### src/rtl/fwd_hazard_tracker_if.sv
// ID-stage request / EXE-select response bundle for fwd_hazard_tracker.
// FWD_STATS_EN adds the stall/forward counter outputs.
interface fwd_hazard_tracker_if #(
    parameter int NUM_SRC = 3,
    parameter int AW      = 5,
    parameter int DEPTH   = 3
);
    localparam int SELW = $clog2(DEPTH + 2);

    logic                    id_valid;
    logic [NUM_SRC*AW-1:0]   id_src;
    logic [NUM_SRC-1:0]      id_src_used;
    logic [AW-1:0]           id_dest;
    logic                    id_wb_en;
    logic                    id_is_load;
    logic                    pipe_freeze;
    logic                    flush;
    logic [NUM_SRC*SELW-1:0] fwd_sel;
    logic                    stall;
`ifdef FWD_STATS_EN
    logic [15:0]             stall_cnt;
    logic [15:0]             fwd_cnt;
`endif

    modport master (
        output id_valid, id_src, id_src_used, id_dest, id_wb_en, id_is_load,
               pipe_freeze, flush,
`ifdef FWD_STATS_EN
        input  stall_cnt, fwd_cnt,
`endif
        input  fwd_sel, stall
    );

    modport slave (
        input  id_valid, id_src, id_src_used, id_dest, id_wb_en, id_is_load,
               pipe_freeze, flush,
`ifdef FWD_STATS_EN
        output stall_cnt, fwd_cnt,
`endif
        output fwd_sel, stall
    );
endinterface

### src/rtl/fwd_hazard_tracker.sv
// Forwarding-select and load-use stall unit with a DEPTH-stage producer shadow.
// Optional FWD_STATS_EN adds saturating stall and forward counters.
module fwd_hazard_tracker #(
    parameter int NUM_SRC = 3,
    parameter int AW      = 5,
    parameter int DEPTH   = 3
) (
    input  logic                 clk,
    input  logic                 rst_n,
    fwd_hazard_tracker_if.slave  bus
);
    localparam int SELW = $clog2(DEPTH + 2);

    typedef struct packed {
        logic          vld;
        logic          wb;
        logic          ld;
        logic [AW-1:0] dest;
    } stage_t;

    stage_t                            r_stg [1:DEPTH];
    logic [NUM_SRC-1:0][SELW-1:0]      r_sel;
    logic [NUM_SRC-1:0][SELW-1:0]      w_sel;
    logic [NUM_SRC-1:0][AW-1:0]        w_src;
    logic                              w_ld_hit;
    logic                              w_stall;
    stage_t                            w_id;

    assign w_src = bus.id_src;
    assign w_id  = '{vld: bus.id_valid, wb: bus.id_wb_en, ld: bus.id_is_load, dest: bus.id_dest};

    // Descending scan so the youngest producer overwrites older matches; stage DEPTH
    // is skipped because the register file writes through during WB.
    always_comb begin
        w_sel    = '0;
        w_ld_hit = 1'b0;
        for (int i = 0; i < NUM_SRC; i++) begin
            if (bus.id_src_used[i]) begin
                if (w_src[i] == '0) begin
                    w_sel[i] = '1;
                end else begin
                    for (int k = DEPTH - 1; k >= 1; k--) begin
                        if (r_stg[k].vld && r_stg[k].wb && r_stg[k].dest == w_src[i])
                            w_sel[i] = SELW'(k + 1);
                    end
                    if (r_stg[1].vld && r_stg[1].wb && r_stg[1].ld && r_stg[1].dest == w_src[i])
                        w_ld_hit = 1'b1;
                end
            end
        end
    end

    assign w_stall     = bus.id_valid & ~bus.flush & w_ld_hit;
    assign bus.stall   = w_stall;
    assign bus.fwd_sel = r_sel;

    always_ff @(posedge clk or negedge rst_n) begin
        if (!rst_n) begin
            for (int k = 1; k <= DEPTH; k++) r_stg[k] <= '0;
            r_sel <= '0;
        end else if (!bus.pipe_freeze) begin
            for (int k = 2; k <= DEPTH; k++) r_stg[k] <= r_stg[k-1];
            if (bus.flush || w_stall) begin
                r_stg[1] <= '0;
                r_sel    <= '0;
            end else begin
                r_stg[1] <= w_id;
                r_sel    <= w_sel;
            end
        end
    end

`ifdef FWD_STATS_EN
    logic [15:0] r_stall_cnt;
    logic [15:0] r_fwd_cnt;
    logic        w_any_fwd;

    always_comb begin
        w_any_fwd = 1'b0;
        for (int i = 0; i < NUM_SRC; i++)
            if (w_sel[i] != '0 && w_sel[i] != '1) w_any_fwd = 1'b1;
    end

    always_ff @(posedge clk or negedge rst_n) begin
        if (!rst_n) begin
            r_stall_cnt <= '0;
            r_fwd_cnt   <= '0;
        end else if (!bus.pipe_freeze) begin
            if (w_stall && r_stall_cnt != 16'hFFFF)
                r_stall_cnt <= r_stall_cnt + 16'd1;
            if (!bus.flush && !w_stall && w_any_fwd && r_fwd_cnt != 16'hFFFF)
                r_fwd_cnt <= r_fwd_cnt + 16'd1;
        end
    end

    assign bus.stall_cnt = r_stall_cnt;
    assign bus.fwd_cnt   = r_fwd_cnt;
`endif
endmodule
### src/flat_wrapper.sv
// flat-port wrapper written by rule: the top's interface ports become plain ports
module fwd_hazard_tracker_flat 
#(
    parameter int NUM_SRC = 3,
    parameter int AW      = 5,
    parameter int DEPTH   = 3
)
  (clk, rst_n, bus_id_valid, bus_id_src, bus_id_src_used, bus_id_dest, bus_id_wb_en, bus_id_is_load, bus_pipe_freeze, bus_flush, bus_fwd_sel, bus_stall);
  fwd_hazard_tracker_if #(.NUM_SRC(NUM_SRC), .AW(AW), .DEPTH(DEPTH)) bus_i ();
  input  logic clk;
  input  logic rst_n;
  input wire logic [$bits(bus_i.id_valid)-1:0] bus_id_valid;
  input wire logic [$bits(bus_i.id_src)-1:0] bus_id_src;
  input wire logic [$bits(bus_i.id_src_used)-1:0] bus_id_src_used;
  input wire logic [$bits(bus_i.id_dest)-1:0] bus_id_dest;
  input wire logic [$bits(bus_i.id_wb_en)-1:0] bus_id_wb_en;
  input wire logic [$bits(bus_i.id_is_load)-1:0] bus_id_is_load;
  input wire logic [$bits(bus_i.pipe_freeze)-1:0] bus_pipe_freeze;
  input wire logic [$bits(bus_i.flush)-1:0] bus_flush;
  output wire logic [$bits(bus_i.fwd_sel)-1:0] bus_fwd_sel;
  output wire logic [$bits(bus_i.stall)-1:0] bus_stall;
  assign bus_i.id_valid = bus_id_valid;
  assign bus_i.id_src = bus_id_src;
  assign bus_i.id_src_used = bus_id_src_used;
  assign bus_i.id_dest = bus_id_dest;
  assign bus_i.id_wb_en = bus_id_wb_en;
  assign bus_i.id_is_load = bus_id_is_load;
  assign bus_i.pipe_freeze = bus_pipe_freeze;
  assign bus_i.flush = bus_flush;
  assign bus_fwd_sel = bus_i.fwd_sel;
  assign bus_stall = bus_i.stall;
  fwd_hazard_tracker #(.NUM_SRC(NUM_SRC), .AW(AW), .DEPTH(DEPTH)) u_core (.clk(clk), .rst_n(rst_n), .bus(bus_i));
endmodule
### config.mk
export PLATFORM = sky130hd
export DESIGN_NAME = fwd_hazard_tracker_flat
export DESIGN_NICKNAME = d
export VERILOG_FILES = /design/src/rtl/fwd_hazard_tracker_if.sv /design/src/rtl/fwd_hazard_tracker.sv /design/src/flat_wrapper.sv
export SDC_FILE = /design/constraint.sdc
export NUM_CORES = 1
export LEC_CHECK = 0
export CELL_PAD_IN_SITES_DETAIL_PLACEMENT = 0
export CELL_PAD_IN_SITES_GLOBAL_PLACEMENT = 1
export CORE_MARGIN = 2
export CORE_UTILIZATION = 30
export CTS_CLUSTER_DIAMETER = 50
export DETAILED_ROUTE_END_ITERATION = 12
export DONT_BUFFER_PORTS = 1
export HOLD_SLACK_MARGIN = 0.06
export PLACE_DENSITY = 0.59
export SLEW_MARGIN = 20
export SYNTH_ARGS = -nofsm -noshare
export SYNTH_HDL_FRONTEND = slang
export SYNTH_SLANG_ARGS = --single-unit
export TNS_END_PERCENT = 50
### constraint.sdc
create_clock -name clk -period 1.8 [get_ports clk]
set_input_delay 0.18 -clock clk [delete_from_list [all_inputs] [get_ports clk]]
set_output_delay 0.18 -clock clk [all_outputs]
set_load 0.005 [all_outputs]
# Word-level counts from Yosys, hierarchy flattened
# Index checks and enable logic that the tools add are counted.
[word_totals]
memories = 0
rom_bits = 0
ram_bits = 0
output_inout_bits = 10
reg_bits = 24
latch_bits = 0
[op_classes]
mul = 0
shift = 0
addsub = 0
eq_ne = 6
n_mux = 23
order_cmp = 0
bitwise_logic = 3
n_div = 0
n_reduce_logical = 16
[op_table]
columns = ["cell", "count"]
rows = [
  ["$eq 5x5->1", 6],
  ["$mux 3", 6],
  ["$logic_not 5->1", 3],
  ["$logic_and 1x1->1", 12],
  ["$mux 2", 6],
  ["$mux 1", 9],
  ["$mux 9", 1],
  ["$mux 8", 1],
  ["$and 1x1->1", 2],
  ["$logic_or 1x1->1", 1],
  ["$not 1->1", 1],
]

# Depth between registers and ports, before layout
[logic_depth]
depth_word = 15
ltp_mapped = 8
ltp_nobuf = 6

# Worst setup path after synthesis
# Ideal clock, no wire load.
[synth_path]
path_type = "register -> register"
start = "register u_core.r_stg[20] in the netlist's numbering"
end = "register u_core.r_sel (netlist bit u_core.bus.fwd_sel[1])"
synth_period_minus_slack_ns = 1.716
t_arrival_ns = 1.597
setup_time_ns = 0.119
stages_incl_launch_ff = 9
path_buffers = 2
setup_slack_ns = 0.084
required_ns = 1.681
cell_sequence = "dfrtp_1 > clkbuf_2 > xnor2_1 > nand3_1 > nor3_2 > a32oi_1 > o21ai_4 > buf_6 > o21ai_2"
[synth_between]
elab_chain_cells = 14
word_cells_on_any_way = 22
cone_classes = "3 x eq/ne; 13 x mux; 1 x bitwise; 5 x reduce/logical"
[synth_rtl]
columns = ["item", "line", "rtl"]
rows = [
  ["start, declared", "fwd_hazard_tracker.sv:21", "stage_t r_stg [1:DEPTH];"],
  ["$eq 5x5->1", "fwd_hazard_tracker.sv:43, fwd_hazard_tracker.sv:46", ""],
  ["$logic_and 1x1->1", "fwd_hazard_tracker.sv:46", "if (r_stg[1].vld && r_stg[1].wb && r_stg[1].ld && r_stg[1].dest == w_src[i])"],
  ["$mux 1", "fwd_hazard_tracker.sv:46", ""],
  ["$mux 1", "fwd_hazard_tracker.sv:39", "if (w_src[i] == '0) begin"],
  ["$mux 1", "fwd_hazard_tracker.sv:38", "if (bus.id_src_used[i]) begin"],
  ["$mux 1", "fwd_hazard_tracker.sv:46", ""],
  ["$mux 1", "fwd_hazard_tracker.sv:39", ""],
  ["$mux 1", "fwd_hazard_tracker.sv:38", ""],
  ["$mux 1", "fwd_hazard_tracker.sv:46", ""],
  ["$mux 1", "fwd_hazard_tracker.sv:39", ""],
  ["$mux 1", "fwd_hazard_tracker.sv:38", ""],
  ["$and 1x1->1", "fwd_hazard_tracker.sv:53", "assign w_stall = bus.id_valid & ~bus.flush & w_ld_hit;"],
  ["$logic_or 1x1->1", "fwd_hazard_tracker.sv:63", "if (bus.flush || w_stall) begin"],
  ["$mux 9 *", "fwd_hazard_tracker.sv:63", ""],
  ["end signal, assigned", "fwd_hazard_tracker.sv:68", "r_sel <= w_sel;"],
  ["end, declared", "fwd_hazard_tracker.sv:22", "logic [NUM_SRC-1:0][SELW-1:0] r_sel;"],
]
# Every way passes the cells marked *; elsewhere a longest branch is shown, timed or not.
# A chain may end at the register's enable or synchronous reset.

# Final worst setup path
[layout_path]
start = "register u_core.r_stg[16] in the netlist's numbering"
end = "register u_core.r_sel (netlist bit u_core.bus.fwd_sel[8])"
[layout_between]
elab_chain_cells = 14
word_cells_on_any_way = 18
cone_classes = "3 x eq/ne; 10 x mux; 1 x bitwise; 4 x reduce/logical"
[layout_rtl]
columns = ["item", "line"]
rows = [
  ["$eq 5x5->1", "fwd_hazard_tracker.sv:46"],
  ["$logic_and 1x1->1", "fwd_hazard_tracker.sv:46"],
  ["$mux 1", "fwd_hazard_tracker.sv:46"],
  ["$mux 1", "fwd_hazard_tracker.sv:39"],
  ["$mux 1", "fwd_hazard_tracker.sv:38"],
  ["$mux 1", "fwd_hazard_tracker.sv:46"],
  ["$mux 1", "fwd_hazard_tracker.sv:39"],
  ["$mux 1", "fwd_hazard_tracker.sv:38"],
  ["$mux 1", "fwd_hazard_tracker.sv:46"],
  ["$mux 1", "fwd_hazard_tracker.sv:39"],
  ["$mux 1 *", "fwd_hazard_tracker.sv:38"],
  ["$and 1x1->1 *", "fwd_hazard_tracker.sv:53"],
  ["$logic_or 1x1->1 *", "fwd_hazard_tracker.sv:63"],
  ["$mux 9 *", "fwd_hazard_tracker.sv:63"],
]
# Marked as above.

==> results.ini <==
[clock_tree]
clkLatencyLatePin_ns = 0.27
cts_root_buf = sky130_fd_sc_hd__clkbuf_8
cts_num_sinks = 24
tritoncts.num_buffers = 3
cts_htree_levels = 1
cts-root-to-sink-buffers = 2
cts_tree = yes
clkSlewWorstSetupHoldPaths_ns = 0.09

[critical_path]
setup.worst_path.start_class = flop
critical_path_required_ns = 1.97
path_max_fanout = 5
worst-setup-path-type = reg -> reg
worstSetupEndpointType = flop
r2r-start = u_core.r_stg[16]
crit_arrival_ns = 1.96
r2r_setup_slack_ns = 0.01
worstRegToRegCells = 9
ff_to_ff_end = u_core.bus.fwd_sel[8]

[logic_synthesis]
synth_adder_area_share_pct = 0
synth_cell_types = 34
synth_fp_nets = 190
synth.ff_latch_count = 24
proportion_of_synthesized_chip_area_in_sequential_cells_pct = 38.6
synth_warnings = 0
synth_compound_area_share_pct = 15.8
synth.mux.area_fraction_pct = 5.07
syn_avg_cell_area_um2 = 9.71
synth_simple_gate_area_share_pct = 20.3
area_share_of_xor_xnor_cells_in_the_synthesized_design_pct = 16.9
combinational_family_with_the_most_area_after_synthesis = simple AND/OR/NAND/NOR gates
synth_area_mm2 = 0.00155
gate_count_after_technology_mapping = 160

[place]
io_buffer_count = 0
detailedPlacementHpwl_um = 3000
dpl_cell_area_mm2 = 0.00172
finalWeightedCongestion = 0.817
dp_slack_ns = -0.0964

[sta]
timing.hold.ws_ns = 0.0721
finClkSkew_ns = 0.00360
finalCriticalPeriod_ns = 1.79
worst_pin_slew_ns = 0.859
number_of_max_slew_violations_in_the_final_report = 0
slew-limit-headroom_pct = 42.6
setup_viol_count_final = 0
fin_tns_setup_ns = 0
final.setup.worst_slack_ns = 0.00982
grt_setup_unrepaired = yes
final_hold_viol_count = 0
max_freq_ghz = 0.559
share_of_the_clock_period_used_by_the_worst_path_after_layout_pct = 99.5

[routing]
route.detailed.drc = 0
viasPerCell = 4.84
drt_iter0_drc = 57
routed_wl_um = 4050
drt-pass1-iter-count = 4
post_drt_wl_per_cell_um = 15.7
detailroute.via_count = 1249
antenna_left = 0

[die]
start_util_pct = 30.8
fp-row-count = 26
die_h_um = 76.0
area_of_the_die_mm2 = 0.00577
number_of_top_level_design_ports = 40
core-area_mm2 = 0.00504
die_w_um = 76.0

[finish]
antenna_cells_inserted = 0
syn_to_final_growth_pct = 33.6
finish.net_count = 219
fillerInstances = 495
drive_gt1_share_pct = 34.6
design_area_mm2 = 0.00208

[global_route]
gr-usage-all-layers_pct = 14.4
grt_pass1_wl_um = 6590
grt_max_degree = 25
grt_pass1_vias = 1267
residual_overflow_from_global_routing = 0
grt_antenna_before_repair = 0

[pwr]
leak_pwr_nw = 0.891
power_density_mw_per_mm2 = 618
max-vdd-ir-drop_mv = 0.226

[min_path]
min_delay_worst_endpoint = u_core.r_stg[14]
timing.hold.worst_path_depth = 1
hp-class = in -> reg
timing.hold.worst.start = bus_pipe_freeze

[status]
result_of_the_run = completed

[run]
drv.max_cap_violation_count = 0

## repair_timing
action,4_1_cts,5_1_grt
pin swaps,5,18
endpoints found under the setup margin,10,16
hold buffers,12,0
setup buffers,2,3
gates resized for setup,11,12
cloned,0,1
hold endpoints to repair,41,0
## per-stage QoR
step	instances	util, %	total power [W]
6_report	258	41.2	0.00128
5_1_grt	258	41.2	0.00134
4_1_cts	254	38.7	0.00126
3_5_place_dp	236	34.0	0.000828
3_3_place_gp	236	34.0	0.000826
2_1_floorplan	160	-	0.000772
## state kept, by name (all words and copies together) (netlist names)
name	count
u_core.r_stg	15
u_core.bus.fwd_sel	9
## layout make-up
cell class                 instances  area [um^2]  area share (%)
timing repair buffer              31          307            14.8
sequential                        24          607            29.2
multi-input combinational        125         1000            48.4
tap                               70         87.6            4.22
inverter                           4         15.0           0.723
clock buffer                       4         55.1            2.65
## power breakdown
part	leakage, nW	internal [W]	switching (W)
clock	0.0288	0.000195	0.000179
sequential	0.314	0.000573	0.0000411
combinational	0.549	0.000165	0.000129
## cells by family (layout without fill, tap and decap cells)
| kind of cell | Yosys count | in the layout |
|---|---|---|
| AOI/OAI and AO/OA | 28 | 28 |
| DFF | 24 | 24 |
| xor gates and xnor gates | 30 | 30 |
| muxes | 7 | 7 |
| and+or+nand+nor | 60 | 60 |
| buffers and inverters | 11 | 39 |
## critical path: stages, from the launching register on
cell	delay, ns
sky130_fd_sc_hd__dfrtp_2	0.45
sky130_fd_sc_hd__buf_4	0.15
sky130_fd_sc_hd__xnor2_1	0.12
sky130_fd_sc_hd__nand2_1	0.14
sky130_fd_sc_hd__nor3_4	0.05
sky130_fd_sc_hd__buf_4	0.14
sky130_fd_sc_hd__a31oi_4	0.19
sky130_fd_sc_hd__o21ai_4	0.12
sky130_fd_sc_hd__buf_6	0.15
sky130_fd_sc_hd__o41ai_4	0.18
## Yosys cell counts
cell / instances / area share (%)
sky130_fd_sc_hd__a21oi_1: 2 / 0.64
sky130_fd_sc_hd__a31oi_1: 2 / 0.81
sky130_fd_sc_hd__a31oi_4: 1 / 1.4
sky130_fd_sc_hd__a32oi_1: 1 / 0.56
sky130_fd_sc_hd__a41o_1: 1 / 0.64
sky130_fd_sc_hd__and2_1: 1 / 0.40
sky130_fd_sc_hd__buf_6: 1 / 0.72
sky130_fd_sc_hd__clkbuf_1: 4 / 0.97
sky130_fd_sc_hd__clkbuf_2: 2 / 0.64
sky130_fd_sc_hd__dfrtp_1: 24 / 39
sky130_fd_sc_hd__inv_1: 4 / 0.97
sky130_fd_sc_hd__mux2_2: 7 / 5.1
sky130_fd_sc_hd__nand2_1: 25 / 6.0
sky130_fd_sc_hd__nand2b_1: 7 / 2.8
sky130_fd_sc_hd__nand3_1: 5 / 1.6
sky130_fd_sc_hd__nand3b_1: 2 / 0.97
sky130_fd_sc_hd__nand4_1: 1 / 0.40
sky130_fd_sc_hd__nor2_1: 6 / 1.4
sky130_fd_sc_hd__nor2_4: 1 / 0.72
sky130_fd_sc_hd__nor3_1: 5 / 1.6
sky130_fd_sc_hd__nor3_2: 2 / 1.3
sky130_fd_sc_hd__nor4_1: 1 / 0.40
sky130_fd_sc_hd__o21a_1: 1 / 0.48
sky130_fd_sc_hd__o21ai_0: 5 / 1.6
sky130_fd_sc_hd__o21ai_1: 1 / 0.32
sky130_fd_sc_hd__o21ai_2: 10 / 5.6
sky130_fd_sc_hd__o21ai_4: 1 / 1.0
sky130_fd_sc_hd__o41ai_1: 1 / 0.56
sky130_fd_sc_hd__o41ai_2: 2 / 2.1
sky130_fd_sc_hd__or4_1: 2 / 0.97
sky130_fd_sc_hd__or4_4: 1 / 0.72
sky130_fd_sc_hd__or4b_4: 1 / 0.89
sky130_fd_sc_hd__xnor2_1: 13 / 7.3
sky130_fd_sc_hd__xor2_1: 17 / 9.6
## per-layer routing
layer	global-route usage [%]	routed length [um]	up-vias
met2	25.4	2130	21
met5	0	0	-
met3	2.37	131	2
li1	-	-	604
met4	3.82	24	0
met1	18.3	1760	622
## cells in the final DEF, fill, tap and decap left out, types with 5 or more instances in the layout
cell,netlist,final
sky130_fd_sc_hd__buf_4,0,16
sky130_fd_sc_hd__dfrtp_1,24,19
sky130_fd_sc_hd__dfrtp_2,0,5
sky130_fd_sc_hd__dlygate4sd3_1,0,11
sky130_fd_sc_hd__mux2_2,7,7
sky130_fd_sc_hd__nand2_1,25,25
sky130_fd_sc_hd__nand2b_1,7,7
sky130_fd_sc_hd__nor2_1,6,6
sky130_fd_sc_hd__o21ai_2,10,10
sky130_fd_sc_hd__xnor2_1,13,9
sky130_fd_sc_hd__xor2_1,17,17
## worst max path at each step
stage / end / cells past startpoint / startpoint / slack, ns
floorplan: u_core.bus.fwd_sel[1] / 8 / u_core.r_stg[20] / 0.08
global placement: u_core.bus.fwd_sel[3] / 6 / u_core.r_stg[14] / -0.09
detailed placement: u_core.bus.fwd_sel[3] / 6 / u_core.r_stg[8] / -0.1
CTS: u_core.bus.fwd_sel[8] / 9 / u_core.r_stg[16] / 0.004
global route: u_core.bus.fwd_sel[4] / 7 / u_core.r_stg[16] / -0.06
finish: u_core.bus.fwd_sel[8] / 9 / u_core.r_stg[16] / 0.01
Note: power is estimated with default switching activity, not from simulation.
